$ cat src/rtl/serial_word_packer_pkg.sv
// rtl/serial_word_packer_pkg.sv - shared control-state type for the serial word packer
package serial_word_packer_pkg;

    typedef enum logic {
        EMPTY   = 1'b0,
        FILLING = 1'b1
    } pack_state_t;

endpackage

$ cat src/rtl/serial_shift_reg.sv
// rtl/serial_shift_reg.sv - partial-word shift register, bit counter and EMPTY/FILLING control
// Bit order follows SERIAL_WORD_PACKER_LSB_FIRST_EN (defined: LSB-first, undefined: MSB-first).
module serial_shift_reg
    import serial_word_packer_pkg::*;
#(
    parameter int DATA_WIDTH = 32
) (
    input  logic                          clk,
    input  logic                          reset,
    input  logic                          accept,
    input  logic                          bit_in,
    input  logic                          flush,
    output logic [$clog2(DATA_WIDTH)-1:0] count,
    output logic                          complete,
    output logic [DATA_WIDTH-1:0]         word
);

    localparam int CW = $clog2(DATA_WIDTH);
    localparam logic [CW-1:0] LAST = CW'(DATA_WIDTH - 1);

    pack_state_t           state_q, state_d;
    logic [CW-1:0]         count_q, count_d;
    logic [DATA_WIDTH-1:0] shift_q, shift_d;

    // word is the partial register with the incoming bit merged in; on the
    // completing bit it is the finished output word.
`ifdef SERIAL_WORD_PACKER_LSB_FIRST_EN
    assign word = {bit_in, shift_q[DATA_WIDTH-1:1]};
`else
    assign word = {shift_q[DATA_WIDTH-2:0], bit_in};
`endif

    assign count = count_q;

    always_comb begin
        state_d  = state_q;
        count_d  = count_q;
        shift_d  = shift_q;
        complete = 1'b0;
        // flush outranks an accepted bit, which is simply dropped
        if (flush) begin
            state_d = EMPTY;
            count_d = '0;
            shift_d = '0;
        end else if (accept) begin
            if (count_q == LAST) begin
                complete = 1'b1;
                state_d  = EMPTY;
                count_d  = '0;
                shift_d  = '0;
            end else begin
                state_d = FILLING;
                count_d = count_q + 1'b1;
                shift_d = word;
            end
        end
    end

    always_ff @(posedge clk) begin
        if (reset) begin
            state_q <= EMPTY;
            count_q <= '0;
            shift_q <= '0;
        end else begin
            state_q <= state_d;
            count_q <= count_d;
            shift_q <= shift_d;
        end
    end

endmodule

$ cat src/rtl/serial_word_packer.sv
// rtl/serial_word_packer.sv - serial-to-parallel word packer with valid/ready handshakes
// Define SERIAL_WORD_PACKER_LSB_FIRST_EN for LSB-first assembly; MSB-first otherwise.
module serial_word_packer
    import serial_word_packer_pkg::*;
#(
    parameter int DATA_WIDTH = 32
) (
    input  logic                          clk,
    input  logic                          reset,
    input  logic                          din,
    input  logic                          din_valid,
    output logic                          din_ready,
    input  logic                          flush,
    output logic [DATA_WIDTH-1:0]         dout,
    output logic                          dout_valid,
    input  logic                          dout_ready,
    output logic [$clog2(DATA_WIDTH)-1:0] count
);

    localparam int CW = $clog2(DATA_WIDTH);
    localparam logic [CW-1:0] LAST = CW'(DATA_WIDTH - 1);

    logic                  accept;
    logic                  complete;
    logic [DATA_WIDTH-1:0] word;

    // Only the completing bit must wait for the output slot; earlier bits
    // keep flowing into the partial register while the output is stalled.
    assign din_ready = !reset && !(count == LAST && dout_valid && !dout_ready);
    assign accept    = din_valid && din_ready;

    serial_shift_reg #(
        .DATA_WIDTH (DATA_WIDTH)
    ) u_shift (
        .clk      (clk),
        .reset    (reset),
        .accept   (accept),
        .bit_in   (din),
        .flush    (flush),
        .count    (count),
        .complete (complete),
        .word     (word)
    );

    always_ff @(posedge clk) begin
        if (reset) begin
            dout       <= '0;
            dout_valid <= 1'b0;
        end else if (complete) begin
            dout       <= word;
            dout_valid <= 1'b1;
        end else if (dout_ready) begin
            dout_valid <= 1'b0;
        end
    end

endmodule

$ cat config.mk
export PLATFORM = sky130hd
export DESIGN_NAME = serial_word_packer
export DESIGN_NICKNAME = d
export VERILOG_FILES = /design/src/rtl/serial_word_packer_pkg.sv /design/src/rtl/serial_shift_reg.sv /design/src/rtl/serial_word_packer.sv
export SDC_FILE = /design/constraint.sdc
export NUM_CORES = 1
export LEC_CHECK = 0
export BUFFER_PORTS_ARGS = -buffer_cell sky130_fd_sc_hd__buf_2
export CAP_MARGIN = 20
export CORE_ASPECT_RATIO = 0.7
export CORE_MARGIN = 5
export CORE_UTILIZATION = 55
export CTS_CLUSTER_SIZE = 24
export DETAILED_ROUTE_END_ITERATION = 12
export HOLD_SLACK_MARGIN = 0.06
export PLACE_DENSITY = 0.87
export RECOVER_POWER = 25
export SLEW_MARGIN = 15
export SYNTH_ARGS = -nofsm -noshare
export SYNTH_HDL_FRONTEND = slang
export SYNTH_SLANG_ARGS = --single-unit
$ cat constraint.sdc
create_clock -name clk -period 2.3 [get_ports clk]
set_input_delay 0.23 -clock clk [delete_from_list [all_inputs] [get_ports clk]]
set_output_delay 0.23 -clock clk [all_outputs]
set_load 0.05 [all_outputs]
==> impl_metrics.ini <==
[sta]
setup_viol = 0
post-route-min-period_ps = 2250
hold_violations = 0
finClkSkew_ps = 12.8
max_freq_mhz = 444
max_slew.worst_pin.slew_ps = 765
fin_crit_sh_pct = 97.8
finalHoldWorstSlack_ps = 162
drv_slew = 0
slew_headroom_pct = 49.0

[logic_synthesis]
synth-simple-area-share_pct = 16.5
synth_compound_area_share_pct = 27.3
syn_avg_cell_area_um2 = 8.50
synth_top_family_by_area = compound AO/OA/AOI/OAI gates
syn-num-nets = 343
synth_cell_type_count = 22
synth_xor_area_share_pct = 0
synth-seq-area-share_pct = 48.5
ys_ff_latch = 69
ys_warn_count = 0
synth_mux_area_share_pct = 0
netlist_instances = 335
synth-adder-area-share_pct = 0.879
syn_area_um2 = 2850

[power]
switching_power_uw = 533
vdd_drop_max_uv = 450
p_per_area_nw_per_um2 = 702
clkPwrFrac_pct = 44.1
pwr-share-comb_pct = 4.1
power.total_mw = 2.31
intPower_mw = 1.77
p_seq_share_pct = 51.8
p_leak_nw = 1.02
p_sw_share_pct = 23.1

[clocking]
cts-root-buf = clkbuf_8
cts_tree = built
numCtsBuffers = 9
numClockSinks = 69
htreeDepth = 3
clk_latency_ps = 350
cts_setup_buffers = 0
clk_pin_slew_worst_paths_ps = 70
cts_buffer_depth = 2

[setup_path]
cpPeakStageDelay_ps = 420
reg2reg_slack_ps = 100
reg2reg_from = u_shift.count[1]
cpMaxStageDelayCell = dfxtp_1
crit_arrival_ps = 2020
critical_path_peak_fanout = 10
path_common_cell = ha_1
path_class = reg -> out
start_kind = flop
required_ps = 2070
r2r_cells = 6
path_cells = ha_1 -> and3_1 -> ha_1 -> and3b_4 -> nor2_2 -> buf_2
crit_start = u_shift.count[1]
end_kind = primary output
reg2reg_to = u_shift.count[1]

[global_route]
grt_pass1_wl_mm = 12.4
grt.total_usage_pct = 23.1
grt_pass1_vias = 2468
grt_max_degree = 37
grt.overflow.total = 0
antenna_found_initial = 0

[routing]
routed-via-count = 2872
wl_mm = 7.85
drt_first_pass_iters = 5
routedWlPerCell_um = 18.0
ant_nets = 0
first_iter_violations = 407
routed_via_density = 6.57
drc = 0

[die]
die_w_um = 96.0
rows = 21
die_h_um = 70.2
core_um2 = 4890
start_util_pct = 58.2
io_pins = 45
dieArea_um2 = 6740

[job]
cap_violations = 0

[cells_and_area]
final_core_util_pct = 67.2
layout-drive-gt1-share_pct = 14.7
syn_to_final_growth_pct = 15.4
final_cells = 437
num-nets-final = 371
num_antenna_cells = 0

[placed_design]
place_congestion = 0.859
detailed_place_hpwl_mm = 4.62
io_buffers = 44
placed_cells = 419

[worst_hold_path]
min_path_cells = 3
hold_path_class = in -> reg
hp-start = din
hold_end = u_shift.shift_q[0]

[run_status]
status = completed
-- through the flow --
step | TNS, ps | setup slack, ps | area, um2
6_report | 0 | 50.2 | 3290
3_5_place_dp | 0 | 209 | 3090
4_1_cts | 0 | 93.2 | 3310
5_1_grt | -22.0 | -10.7 | 3290
2_1_floorplan | 0 | 96.7 | 2850
3_3_place_gp | 0 | 340 | 3070
-- critical path, delay by kind of cell (launching register included) --
kind	cells	cell delay [ps]
DFF	1	420
adders and majority gates	2	480
buffers and inverters	1	220
and+or+nand+nor	3	560
-- power groups by stage --
stage | Sequential, mW | Combinational [mW] | Clock, mW
floorplan | 1.23 | 0.0607 | 0
global placement | 1.22 | 0.0850 | 0
detailed placement | 1.22 | 0.0894 | 0
CTS | 1.20 | 0.0898 | 1.03
global route | 1.20 | 0.0986 | 1.08
finish | 1.20 | 0.0938 | 1.02
-- cell usage in the layout (no fill, tap or decap), drive strengths merged --
cell type and n:
a21oi 69, and2 1, and3 1, and3b 3
buf 31, bufinv 1, clkbuf 38, clkinv 2
clkinvlp 2, dfxtp 69, ha 2, inv 1
nand2 1, nand2b 2, nand3 34, nand3b 1
nand4 32, nor2 3, nor2b 2, o21ai 35
o31ai 34, or2 1, or3 1, or4 2
-- flip-flops by register name (all words and copies together), names as in the netlist --
| name | cells |
|---|---|
| dout_valid | 1 |
| u_shift.shift_q | 31 |
| u_shift.count | 5 |
| dout | 32 |
-- final cells by class --
type,count,area [um2]
Fill cell,414,1600
Sequential cell,69,1380
Multi-Input combinational cell,224,1310
Timing Repair Buffer,58,299
Clock buffer,11,151
Tap cell,69,86.3
Clock inverter,5,58.8
Inverter,1,3.75
-- cell families after synthesis --
family | count (synthesis)
simple gates | 82
flops | 69
compound gates | 138
buf+inv | 44
fa+ha+maj | 2
-- synth_stat cells --
master / number / area share [%]
o21ai_1: 35 / 6.2
and3_1: 1 / 0.22
buf_2: 17 / 3.0
a21oi_1: 69 / 12
and3b_4: 1 / 0.44
or2_1: 1 / 0.22
nand2b_1: 2 / 0.44
and2_1: 1 / 0.22
clkbuf_1: 25 / 3.3
ha_1: 2 / 0.88
nand4_1: 32 / 7.0
or4_1: 2 / 0.53
nor2_1: 3 / 0.40
nor2b_1: 2 / 0.44
buf_6: 1 / 0.40
or3_1: 1 / 0.22
o31ai_1: 34 / 9.0
nand3b_1: 1 / 0.26
nand2_1: 1 / 0.13
nand3_1: 34 / 6.0
inv_1: 1 / 0.13
dfxtp_1: 69 / 49
-- worst max-delay path by stage --
stage / endpoint / cells after the start
after detailed placement: dout[31] / 7
after CTS: din_ready / 6
after global routing: u_shift.count[1] / 6
after floorplan: din_ready / 6
final: din_ready / 6
after global placement: u_shift.count[3] / 6
-- layer usage --
| layer | GRT usage [%] | vias to the layer above | part of all wire, % |
|---|---|---|---|
| li1 | - | 1322 | - |
| met1 | 33.2 | 1342 | 44 |
| met2 | 31.9 | 196 | 45 |
| met3 | 7.40 | 12 | 10 |
| met4 | 8.20 | 0 | 0.99 |
| met5 | 0 | - | 0 |
-- what timing repair did --
action                     CTS  global route
hold buffers                 0             0
hold endpoints to repair     0             0
pin swaps                    0             1
setup endpoints to repair    1             3
cloned                       1             1
resized for setup            0             1
Power figures use the tool's default switching activity.
